===== config.mk =====
export PLATFORM = sky130hd
export DESIGN_NAME = vga_player_state_packer
export DESIGN_NICKNAME = d
export VERILOG_FILES = /design/src/rtl/vga_state_pkg.sv /design/src/rtl/vga_state_pack.sv /design/src/rtl/vga_player_state_packer.sv
export SDC_FILE = /design/constraint.sdc
export NUM_CORES = 1
export LEC_CHECK = 0
export ABC_CLOCK_PERIOD_IN_PS = 1700
export CAP_MARGIN = 20
export CORE_MARGIN = 1
export CORE_UTILIZATION = 32
export CTS_CLUSTER_SIZE = 30
export DETAILED_ROUTE_END_ITERATION = 7
export SLEW_MARGIN = 20
export SYNTH_ARGS = -nofsm -noshare
export SYNTH_HDL_FRONTEND = slang
export SYNTH_SLANG_ARGS = --single-unit

===== constraint.sdc =====
create_clock -name iVGA_CLK -period 1.7 [get_ports iVGA_CLK]
set_input_delay 0.34 -clock iVGA_CLK [delete_from_list [all_inputs] [get_ports iVGA_CLK]]
set_output_delay 0.34 -clock iVGA_CLK [all_outputs]
set_load 0.05 [all_outputs]

===== src/rtl/vga_state_pkg.sv =====
// ---------------------------------------------------------------------------
// vga_state_pkg
// Shared definitions for the 128-bit player-state word (pNVGA) exchanged
// between the per-player state packer and the vga_controller decode.
// Contents: word width, bit position of every field, action bit indices,
// stick direction encodings, packer FSM state type, the field bundle struct
// and a helper that overwrites the walk-phase bit of a word.
// ---------------------------------------------------------------------------
package vga_state_pkg;

    localparam int PVGA_W       = 128;

    // Field positions inside the published word
    localparam int X_LSB        = 0;
    localparam int X_W          = 11;
    localparam int Y_LSB        = 11;
    localparam int Y_W          = 10;
    localparam int SPEED_LSB    = 69;
    localparam int SPEED_W      = 3;
    localparam int DIR_LSB      = 78;
    localparam int DIR_W        = 2;
    localparam int ACT_LSB      = 101;
    localparam int ACT_W        = 6;
    localparam int GROUNDED_BIT = 113;
    localparam int PHASE_BIT    = 114;

    // Index of each action inside the action field
    localparam int ACT_A        = 0;
    localparam int ACT_UPB      = 1;
    localparam int ACT_DOWNB    = 2;
    localparam int ACT_SIDEB_L  = 3;
    localparam int ACT_SIDEB_R  = 4;
    localparam int ACT_NEUTRALB = 5;

    // Stick direction encodings (00 and 11 both mean no direction)
    localparam logic [1:0] DIR_NONE     = 2'b00;
    localparam logic [1:0] DIR_LEFT     = 2'b01;
    localparam logic [1:0] DIR_RIGHT    = 2'b10;
    localparam logic [1:0] DIR_NONE_ALT = 2'b11;

    typedef enum logic [0:0] {
        ST_IDLE   = 1'b0,
        ST_COMMIT = 1'b1
    } pack_state_t;

    typedef struct packed {
        logic [X_W-1:0]     x;
        logic [Y_W-1:0]     y;
        logic [ACT_W-1:0]   action;
        logic [DIR_W-1:0]   dir;
        logic [SPEED_W-1:0] speed;
        logic               grounded;
    } player_fields_t;

    // Returns the word with its walk-phase bit replaced by ph
    function automatic logic [PVGA_W-1:0] set_phase(input logic [PVGA_W-1:0] w,
                                                    input logic              ph);
        logic [PVGA_W-1:0] r;
        r            = w;
        r[PHASE_BIT] = ph;
        return r;
    endfunction

endpackage


===== src/rtl/vga_state_pack.sv =====
// ---------------------------------------------------------------------------
// vga_state_pack
// Purely combinational packer: player field bundle -> 128-bit state word.
// The walk-phase bit is left at 0; the owner of the word inserts it.
// Optional macro VGA_POS_CLAMP_EN: clamp x to [X_MIN,X_MAX] and y to
// [0,Y_MAX] before packing. Without it x/y are packed verbatim.
// Ports:
//   fields  in  player_fields_t  raw fields from game logic
//   word    out 128              packed word, phase bit 0, unused bits 0
// ---------------------------------------------------------------------------
module vga_state_pack
    import vga_state_pkg::*;
#(
    parameter int X_MIN = 256,
    parameter int X_MAX = 895,
    parameter int Y_MAX = 479
) (
    input  player_fields_t    fields,
    output logic [PVGA_W-1:0] word
);

    logic [X_W-1:0] x_s;
    logic [Y_W-1:0] y_s;

    // Position conditioning (clamp or pass-through)
    always_comb begin
        x_s = fields.x;
        y_s = fields.y;
`ifdef VGA_POS_CLAMP_EN
        if (fields.x < X_W'(X_MIN)) begin
            x_s = X_W'(X_MIN);
        end else if (fields.x > X_W'(X_MAX)) begin
            x_s = X_W'(X_MAX);
        end else begin
            x_s = fields.x;
        end
        if (fields.y > Y_W'(Y_MAX)) begin
            y_s = Y_W'(Y_MAX);
        end else begin
            y_s = fields.y;
        end
`else
        x_s = fields.x;
        y_s = fields.y;
`endif
    end

    // Field placement; multiple action bits pass through untouched
    always_comb begin
        word                           = {PVGA_W{1'b0}};
        word[X_LSB +: X_W]             = x_s;
        word[Y_LSB +: Y_W]             = y_s;
        word[SPEED_LSB +: SPEED_W]     = fields.speed;
        word[DIR_LSB +: DIR_W]         = fields.dir;
        word[ACT_LSB +: ACT_W]         = fields.action;
        word[GROUNDED_BIT]             = fields.grounded;
    end

endmodule


===== src/rtl/vga_player_state_packer.sv =====
// ---------------------------------------------------------------------------
// vga_player_state_packer
// Producer end of the player-state bus read by the VGA renderer. Game logic
// writes field updates over valid/ready into a shadow word; the shadow is
// published to oPVGA only at the falling edge of vertical sync so a frame
// never shows a half-updated sprite. Also runs the walk-animation phase.
// Optional macro VGA_POS_CLAMP_EN (in vga_state_pack): clamp position.
// Ports:
//   iVGA_CLK    in   pixel clock, posedge
//   iRST_n      in   asynchronous active-low reset
//   iVS         in   vertical sync, active-low, same clock domain
//   iUpd_valid  in   update presented
//   oUpd_ready  out  update accepted when iUpd_valid & oUpd_ready
//   iPos_x/iPos_y/iAction/iDir/iSpeed/iGrounded  in  update fields
//   oPVGA       out  published 128-bit state word
//   oCommit     out  1-cycle pulse, oPVGA carries a new shadow this cycle
//   oFrame_cnt  out  frames since reset, wraps
//   oDrop_cnt   out  updates overwritten before publication, saturating
// ---------------------------------------------------------------------------
module vga_player_state_packer
    import vga_state_pkg::*;
#(
    parameter int ANIM_DIV = 8,
    parameter int X_MIN    = 256,
    parameter int X_MAX    = 895,
    parameter int Y_MAX    = 479
) (
    input  logic               iVGA_CLK,
    input  logic               iRST_n,
    input  logic               iVS,
    input  logic               iUpd_valid,
    output logic               oUpd_ready,
    input  logic [10:0]        iPos_x,
    input  logic [9:0]         iPos_y,
    input  logic [5:0]         iAction,
    input  logic [1:0]         iDir,
    input  logic [2:0]         iSpeed,
    input  logic               iGrounded,
    output logic [PVGA_W-1:0]  oPVGA,
    output logic               oCommit,
    output logic [15:0]        oFrame_cnt,
    output logic [7:0]         oDrop_cnt
);

    localparam int PH_W = (ANIM_DIV > 1) ? $clog2(ANIM_DIV) : 1;

    pack_state_t       state_r;
    pack_state_t       state_nxt_s;
    logic              vs_d_r;
    logic              frame_start_s;
    logic              commit_cycle_s;
    logic              ready_r;
    logic              accept_s;
    player_fields_t    fields_s;
    logic [PVGA_W-1:0] packed_s;
    logic [PVGA_W-1:0] shadow_r;
    logic              dirty_r;
    logic [PH_W-1:0]   phase_cnt_r;
    logic              phase_r;
    logic              phase_wrap_s;
    logic              phase_nxt_s;
    logic [PVGA_W-1:0] pvga_r;
    logic              commit_r;
    logic [15:0]       frame_cnt_r;
    logic [7:0]        drop_cnt_r;

    assign fields_s = '{x: iPos_x, y: iPos_y, action: iAction, dir: iDir,
                        speed: iSpeed, grounded: iGrounded};

    vga_state_pack #(
        .X_MIN (X_MIN),
        .X_MAX (X_MAX),
        .Y_MAX (Y_MAX)
    ) u_pack (
        .fields (fields_s),
        .word   (packed_s)
    );

    // Sync delay for VS edge detect; resets high so release is not an edge
    always_ff @(posedge iVGA_CLK or negedge iRST_n) begin
        if (!iRST_n) begin
            vs_d_r <= 1'b1;
        end else begin
            vs_d_r <= iVS;
        end
    end

    assign frame_start_s = vs_d_r & ~iVS;

    // FSM state register
    always_ff @(posedge iVGA_CLK or negedge iRST_n) begin
        if (!iRST_n) begin
            state_r <= ST_IDLE;
        end else begin
            state_r <= state_nxt_s;
        end
    end

    // FSM next-state logic: one COMMIT cycle per VS falling edge
    always_comb begin
        state_nxt_s = ST_IDLE;
        case (state_r)
            ST_IDLE: begin
                if (frame_start_s) begin
                    state_nxt_s = ST_COMMIT;
                end else begin
                    state_nxt_s = ST_IDLE;
                end
            end
            ST_COMMIT: state_nxt_s = ST_IDLE;
            default:   state_nxt_s = ST_IDLE;
        endcase
    end

    // FSM output decode
    always_comb begin
        commit_cycle_s = 1'b0;
        case (state_r)
            ST_IDLE:   commit_cycle_s = 1'b0;
            ST_COMMIT: commit_cycle_s = 1'b1;
            default:   commit_cycle_s = 1'b0;
        endcase
    end

    // Ready is registered from the next state so it is low exactly in COMMIT
    always_ff @(posedge iVGA_CLK or negedge iRST_n) begin
        if (!iRST_n) begin
            ready_r <= 1'b1;
        end else begin
            ready_r <= (state_nxt_s == ST_IDLE);
        end
    end

    assign accept_s = iUpd_valid & ready_r;

    // Shadow word and dirty flag; accepts never coincide with COMMIT
    always_ff @(posedge iVGA_CLK or negedge iRST_n) begin
        if (!iRST_n) begin
            shadow_r <= {PVGA_W{1'b0}};
            dirty_r  <= 1'b0;
        end else if (accept_s) begin
            shadow_r <= packed_s;
            dirty_r  <= 1'b1;
        end else if (commit_cycle_s) begin
            dirty_r  <= 1'b0;
        end else begin
            dirty_r  <= dirty_r;
        end
    end

    // Overwrite counter: an accept onto an unpublished shadow is a drop
    always_ff @(posedge iVGA_CLK or negedge iRST_n) begin
        if (!iRST_n) begin
            drop_cnt_r <= 8'd0;
        end else if (accept_s && dirty_r && (drop_cnt_r != 8'hFF)) begin
            drop_cnt_r <= drop_cnt_r + 8'd1;
        end else begin
            drop_cnt_r <= drop_cnt_r;
        end
    end

    assign phase_wrap_s = (phase_cnt_r == PH_W'(ANIM_DIV - 1));
    assign phase_nxt_s  = phase_r ^ phase_wrap_s;

    // Frame and animation-phase counters advance once per COMMIT
    always_ff @(posedge iVGA_CLK or negedge iRST_n) begin
        if (!iRST_n) begin
            frame_cnt_r <= 16'd0;
            phase_cnt_r <= {PH_W{1'b0}};
            phase_r     <= 1'b0;
        end else if (commit_cycle_s) begin
            frame_cnt_r <= frame_cnt_r + 16'd1;
            phase_r     <= phase_nxt_s;
            if (phase_wrap_s) begin
                phase_cnt_r <= {PH_W{1'b0}};
            end else begin
                phase_cnt_r <= phase_cnt_r + {{(PH_W-1){1'b0}}, 1'b1};
            end
        end else begin
            frame_cnt_r <= frame_cnt_r;
            phase_cnt_r <= phase_cnt_r;
            phase_r     <= phase_r;
        end
    end

    // Publication: full shadow when dirty, otherwise only the phase bit moves
    always_ff @(posedge iVGA_CLK or negedge iRST_n) begin
        if (!iRST_n) begin
            pvga_r   <= {PVGA_W{1'b0}};
            commit_r <= 1'b0;
        end else if (commit_cycle_s) begin
            if (dirty_r) begin
                pvga_r   <= set_phase(shadow_r, phase_nxt_s);
                commit_r <= 1'b1;
            end else begin
                pvga_r   <= set_phase(pvga_r, phase_nxt_s);
                commit_r <= 1'b0;
            end
        end else begin
            pvga_r   <= pvga_r;
            commit_r <= 1'b0;
        end
    end

    assign oUpd_ready = ready_r;
    assign oPVGA      = pvga_r;
    assign oCommit    = commit_r;
    assign oFrame_cnt = frame_cnt_r;
    assign oDrop_cnt  = drop_cnt_r;

endmodule


[Yosys cells after proc, flatten, opt, wreduce, memory -nomap -nowiden]
Index checks and enable logic that the tools add are counted.
Storage, ports and cells
  register bits after elaboration: 100
  memories kept: 0
  latch bits: 0
  input port bits: 37
  memory bits (writable): 0
  bits in read-only memories: 0
  word-level logic and storage cells: 35
Operators by class
  div/mod/pow operators: 0
  shift-type cells: 0
  mux-type cells: 8
  multipliers: 0
  bitwise gates (word level): 6
  order comparisons: 0
  equality and inequality tests: 2
  add/subtract/negate cells: 3
  reductions and logical operators: 4
Operator list (count)
  $add 16x1->16 const B: 1
  $add 8x1->8 const B: 1
  $ne 8x8->1 const B: 1
  $mux 1: 5
  $pmux 1 s2: 2
  $add 3x1->3 const B: 1
  $eq 3x3->1 const B: 1
  $mux 3: 1
  $not 1->1: 3
  $and 1x1->1: 2
  $logic_and 1x1->1: 2
  $reduce_and 2->1: 1
  $reduce_bool 2->1: 1
  $xor 1x1->1: 1

[Depth between registers and ports, before layout]
Gate-level depths: netlist (run 1).
  word-level depth: 5
  gate-level depth with buffers: 5
  depth with buffers taken out: 5

[Modules after synthesis]
Synthesis (run 1) repeated with hierarchy kept, for this count alone.
Second synthesis, totals
  cells, all modules: 1053
  area, all modules: 12147.9 µm²
Modules (own cells, without submodules)
  vga_player_state_packer: times used 1, area each 11183.2 µm², cells an instance 924, sequential area each 7184.4 µm²
  vga_state_pack: times used 1, area each 964.7 µm², cells an instance 129, sequential area each 0.0 µm²

[Worst setup path after synthesis (run 1)]
No wires, ideal clock.
  kind: reg-to-reg
  start: reg drop_cnt_r[4] (netlist: oDrop_cnt[4])
  end: reg drop_cnt_r[1] (netlist: oDrop_cnt[1])
  path buffers: 0
  stages on the path, launching flop included: 5
  clock period less this slack: 1.700 ns
  library setup time: 0.125 ns
  data arrival time: 1.576 ns
  path slack: 0.000 ns
  data required time: 1.575 ns
  path through: dfrtp_1 -> and4_4 -> nand4_1 -> nand2_1 -> mux2_2
On the way
  word-level cells in the longest chain between the ends: 2
Ends and longest elaborated chain
  start, declared: line vga_player_state_packer.sv:65  | logic [7:0] drop_cnt_r;
  start signal, assigned: line vga_player_state_packer.sv:156  | drop_cnt_r <= drop_cnt_r + 8'd1;
  start signal, assigned: line vga_player_state_packer.sv:158  | drop_cnt_r <= drop_cnt_r;
  $ne 8x8->1: line vga_player_state_packer.sv:155  | end else if (accept_s && dirty_r && (drop_cnt_r != 8'hFF)) begin
  $logic_and 1x1->1: line vga_player_state_packer.sv:155
No other way between the ends.
A chain may end at the register's enable or synchronous reset.

[Worst setup path in the final report (run 1)]
  start: reg ready_r (netlist: oUpd_ready)
  end: reg drop_cnt_r[7] (netlist: oDrop_cnt[7])
On the way
  word-level cells in the longest chain between the ends: 3
Ends and longest elaborated chain
  start, declared: line vga_player_state_packer.sv:52  | logic ready_r;
  start signal, assigned: line vga_player_state_packer.sv:130  | ready_r <= (state_nxt_s == ST_IDLE);
  $and 1x1->1: line vga_player_state_packer.sv:134  | assign accept_s = iUpd_valid & ready_r;
  $logic_and 1x1->1 (2 in series): line vga_player_state_packer.sv:155
No other way between the ends.

==> qor.yml, run 1 <==
io_buffer_count: 96
swShare: 0.408
finalHoldViolations: 0
die_x_um: 122
critical_path_class: "reg -> reg"
ant_nets: 0
htreeDepth: 3
critical_path.cell_chain: "nand2_2, nor4_1, mux2_2"
cts_made_buffers: 9
postCtsHoldBufs: 1
area_growth_pct: 24.5
ys_seq_area_frac: 0.542
slowest_stage: "dfstp_2"
finClkSkew_ps: 6.61
cts_tree: "built"
cp_num_cells: 3
synth_top_area_cell: "dfrtp_1"
drt-initial-drc-count: 41
power_frac_seq: 0.375
min_period_over_period: 0.851
die_area_um2: 14800
grt_max_degree: 53
ys_warn_count: 0
startpoint_type: "flop"
grt-ovfl-total: 0
grt_pass1_vias: 2565
p_leak_nw: 2.71
yosys.area.top_type_share: 0.531
critical_path.max_fanout: 3
p_clk_frac: 0.222
routed_wl_um: 7870
power_density_nw_per_um2: 1530
cp_num_buf_inv: 0
comb_power_share: 0.403
cts_setup_buffers: 0
num_vias: 2662
vias_per_cell: 4.10
drv_cap: 0
slew_viol_final: 0
run_status: "complete, no violations"
synth_cells: 354
grt_setup_unrepaired: "false"
path_clk_slew_ps: 60
postLayoutCoreUtil: 0.408
clock_path_buffers: 2
wl_per_cell_um: 12.1
hold_class: "in -> async"
place_ws_ps: -43.4
drive_gt1_frac: 0.356
drc: 0
grt.total_usage: 0.115
end_kind: "flop"
coreArea_um2: 13900
cts_resized: 0
p_sw_mw: 3.56
yosysUniqueCellTypes: 29
worstRegToRegCells: 3
irDropWorstVdd_v: 0.000626
required_ps: 1930
die_h_um: 122
antenna_found_initial: 0
ys_ff_latch: 99
mostFrequentLayoutCells: "96 x dfrtp_1, 94 x conb_1, 71 x mux2_2"
rows: 43
diodes: 0
cp_top_family: "flip-flops"
synth_area_leaders: "dfrtp_1 53%, mux2_2 17%, buf_4 16%, xnor2_1 2.7%, nand4_1 1.2%"
finalCriticalPeriod_ps: 1450
clockRootBuffer: "clkbuf_16"
fin_nets: 505
grt_pass1_wl_um: 12700
syn_area_um2: 4570
initial_core_util: 0.328
cp.arrival_ps: 1680
p_int_mw: 5.17
finalPower_mw: 8.73
ioPinCount: 191
setup_viol: 0
clk_latency_ps: 350
place_congestion: 0.711
cp_slowest_stage_delay_ps: 580
dr.pass1.iters: 5
setup_ws_ps: 253
max_freq_ghz: 0.691
dpl.hpwl_um: 5750
clock_sink_count: 99
layout_commonest_cell: "dfrtp_1"
avgSynthCellArea_um2: 12.9
-- flip-flops by register name, indices dropped and copies added (netlist names) --
name / flops
oPVGA: 33
shadow_r: 33
oFrame_cnt: 16
oDrop_cnt: 8
phase_cnt_r: 3
dirty_r: 1
oCommit: 1
oUpd_ready: 1
phase_r: 1
state_r: 1
vs_d_r: 1
-- layer usage --
layer  vias up  share of wire  global-route usage  wire length, um
met4         0          0.024              0.0648              186
met3        12          0.069              0.0398              544
met1      1322           0.42               0.139             3310
met2       117           0.49               0.178             3830
li1       1211              -                   -                -
met5         -              0                   0                0
-- logic make-up after synthesis --
kind of cell | Yosys count | synth area share
mux | 71 | 0.175
flops | 99 | 0.542
fa+ha+maj | 4 | 0.0109
xor+xnor | 20 | 0.0383
buf+inv | 107 | 0.172
other cells | 1 | 0.000820
compound gates | 5 | 0.00602
simple gates | 47 | 0.0550
-- Yosys cell counts (all sizes together) --
cell	count
a21oi	2
and2	1
and3	2
and4	1
buf	102
conb	1
dfrtp	97
dfstp	2
ha	4
inv	5
mux2	71
nand2	14
nand2b	1
nand3	6
nand3b	1
nand4	10
nor2	9
nor3	1
nor4	1
o21a	1
o21ai	2
xnor2	14
xor2	6
-- through the flow --
| step | area (um2) | TNS (ps) | hold WS (ps) | std cells |
|---|---|---|---|---|
| 6_report | 5690 | 0 | 369 | 649 |
| 3_5_place_dp | 5400 | -51.2 | 189 | 632 |
| 2_1_floorplan | 4920 | 0 | 44.4 | 447 |
| 4_1_cts | 5690 | 0 | 354 | 649 |
| 5_1_grt | 5690 | 0 | 381 | 649 |
| 3_3_place_gp | 5400 | -66.5 | 187 | 632 |
-- final timing paths --
path,start,end,slack (ps)
setup / recovery,oUpd_ready,oDrop_cnt[7],250
hold / removal,iRST_n,shadow_r[18],370
setup reg to reg,oUpd_ready,oDrop_cnt[7],250
hold reg to reg,vs_d_r,oUpd_ready,460
max in group asynchronous,iRST_n,shadow_r[4],830
min in group iVGA_CLK,iVS,vs_d_r,440
-- layout make-up --
class	count	area, um2
repair buffers	108	1030
multi-input cells	241	1660
clock buffers	14	274
clock inverters	2	10.0
well taps	180	225
flip-flops and latches	99	2480
fillers	1334	8240
inverters	5	18.8
-- power by group through the flow --
stage / clock network, mW / logic [mW] / registers [mW]
after global placement: 0 / 3.51 / 3.29
after CTS: 2.03 / 3.56 / 3.28
after detailed placement: 0 / 3.55 / 3.32
final: 1.94 / 3.52 / 3.27
after global routing: 2.11 / 3.71 / 3.35
after floorplan: 0 / 1.32 / 4.56
(Power assumes the default switching activity.)
==> inputs of run 2 (changes only) <==
--- a/config.mk
+++ b/config.mk
@@ -11,6 +11,7 @@
 export CORE_UTILIZATION = 32
 export CTS_CLUSTER_SIZE = 30
 export DETAILED_ROUTE_END_ITERATION = 7
+export SKIP_CTS_REPAIR_TIMING = 1
 export SLEW_MARGIN = 20
 export SYNTH_ARGS = -nofsm -noshare
 export SYNTH_HDL_FRONTEND = slang
==> run 2 against run 1 <==
  * Clock-buffer cell count is the same
  * Critical path depth stayed put
  * Worst hold slack worse by 2.2 ps
  * Cell area unchanged
  * Wire length about the same
  * Combinational power about the same
  * Maximum frequency unchanged
  * Utilization unchanged
  * Die area stayed put
  * Critical endpoint unchanged
==> qor.yml, run 2 (synthesis gave the netlist of run 1 again) <==
end_kind: "flop"
comb_power_share: 0.403  # about the same
finalCriticalPeriod_ps: 1450  # unchanged
ioPinCount: 191  # unchanged
slew_viol_final: 0  # unchanged
finClkSkew_ps: 6.61  # unchanged
vias_per_cell: 4.10  # about the same
run_status: "complete, no violations"
p_clk_frac: 0.222  # about the same
wl_per_cell_um: 12.1  # about the same
nFillCells: 1335  # +0.075%
rows: 43  # unchanged
ant_nets: 0  # unchanged
grt.total_usage: 0.115  # about the same
dpl.hpwl_um: 5750  # unchanged
routed_wl_um: 7860  # about the same
fin_cells: 649  # unchanged
cp_slowest_stage_delay_ps: 580  # about the same
hold-worst-slack_ps: 366  # -2.17 ps
drt-initial-drc-count: 41  # unchanged
grt_setup_unrepaired: "false"
clockRootBuffer: "clkbuf_16"
critical_path_class: "reg -> reg"
grt_pass1_wl_um: 12700  # -0.11%
drive_gt1_frac: 0.356  # unchanged
hold_class: "in -> async"
min_period_over_period: 0.851  # unchanged
clock_path_buffers: 2  # unchanged
fin_nets: 505  # unchanged
drv_cap: 0  # unchanged
coreArea_um2: 13900  # unchanged
path_clk_slew_ps: 60  # about the same
irDropWorstVdd_v: 0.000626  # unchanged
layout_commonest_cell: "dfrtp_1"
cp.arrival_ps: 1680  # about the same
p_int_mw: 5.17  # unchanged
cts_tree: "built"
clock_sink_count: 99  # unchanged
die_h_um: 122  # unchanged
die_x_um: 122  # unchanged
diodes: 0  # unchanged
swShare: 0.408  # about the same
grt_pass1_vias: 2564  # -0.039%
mostFrequentLayoutCells: "96 x dfrtp_1, 94 x conb_1, 71 x mux2_2"
p_sw_mw: 3.56  # about the same
grt-ovfl-total: 0  # unchanged
num_vias: 2663  # +0.038%
dr.pass1.iters: 5  # unchanged
cts_made_buffers: 9  # unchanged
critical_path.max_fanout: 3  # unchanged
htreeDepth: 3  # unchanged
place_congestion: 0.711  # unchanged
postLayoutCoreUtil: 0.408  # unchanged
antenna_found_initial: 0  # unchanged
setup_viol: 0  # unchanged
die_area_um2: 14800  # unchanged
initial_core_util: 0.328  # unchanged
power_density_nw_per_um2: 1530  # about the same
area_growth_pct: 24.5  # unchanged
io_buffer_count: 96  # unchanged
slowest_stage: "dfstp_2"
max_freq_ghz: 0.691  # unchanged
grt_max_degree: 53  # unchanged
p_leak_nw: 2.71  # unchanged
critical_path.cell_chain: "nand2_2, nor4_1, mux2_2"
power_frac_seq: 0.375  # about the same
clk_latency_ps: 350  # about the same
dp.cells: 632  # unchanged
startpoint_type: "flop"
finalHoldViolations: 0  # unchanged
required_ps: 1930  # about the same
drc: 0  # unchanged
## run 2: layer usage
| metal | part of all wire | routed length [um] | GRT usage |
|---|---|---|---|
| met1 | 0.42 | 3300 | 0.139 |
| met2 | 0.49 | 3830 | 0.178 |
| met3 | 0.069 | 544 | 0.0398 |
| met4 | 0.024 | 186 | 0.0648 |
| met5 | 0 | 0 | 0 |
## run 2: per-stage QoR
stage / total power [mW] / setup WS (ps) / setup TNS, ps / area [um2]
6_report: 8.73 / 253 / 0 / 5690
5_1_grt: 9.17 / 156 / 0 / 5690
4_1_cts: 8.87 / 258 / 0 / 5680
3_5_place_dp: 6.87 / -43.4 / -51.2 / 5400
3_3_place_gp: 6.81 / -66.5 / -66.5 / 5400
2_1_floorplan: 5.88 / 1.57 / 0 / 4920
## run 2: final timing paths
kind / from / endpoint / slack, ps / cells past startpoint
setup / recovery: oUpd_ready / oDrop_cnt[7] / 250 / 3
hold / removal: iRST_n / shadow_r[18] / 370 / 2
setup reg to reg: oUpd_ready / oDrop_cnt[7] / 250 / 3
hold reg to reg: vs_d_r / oUpd_ready / 460 / 1
max in group asynchronous: iRST_n / shadow_r[4] / 830 / 3
min in group iVGA_CLK: iVS / vs_d_r / 440 / 1
## run 2: critical path: cells and delay by family, from the launching register on
| family | cells | cell delay (ps) |
|---|---|---|
| AND/OR/NAND/NOR | 2 | 390 |
| multiplexers | 1 | 370 |
| flip-flops | 1 | 580 |
## run 2: cell type report
type                    count  area (um2)  area share
flip-flops and latches     99        2480       0.436
clock inverters             2        10.0     0.00176
well taps                 180         225      0.0396
repair buffers            108        1030       0.180
clock buffers              14         274      0.0481
inverters                   5        18.8     0.00330
multi-input cells         241        1660       0.291
## run 2: power groups by stage
stage	Sequential [mW]	Clock, mW	Combinational (mW)
after global routing	3.35	2.11	3.71
after CTS	3.28	2.03	3.56
after detailed placement	3.32	0	3.55
final	3.27	1.94	3.52
after floorplan	4.56	0	1.32
after global placement	3.29	0	3.51
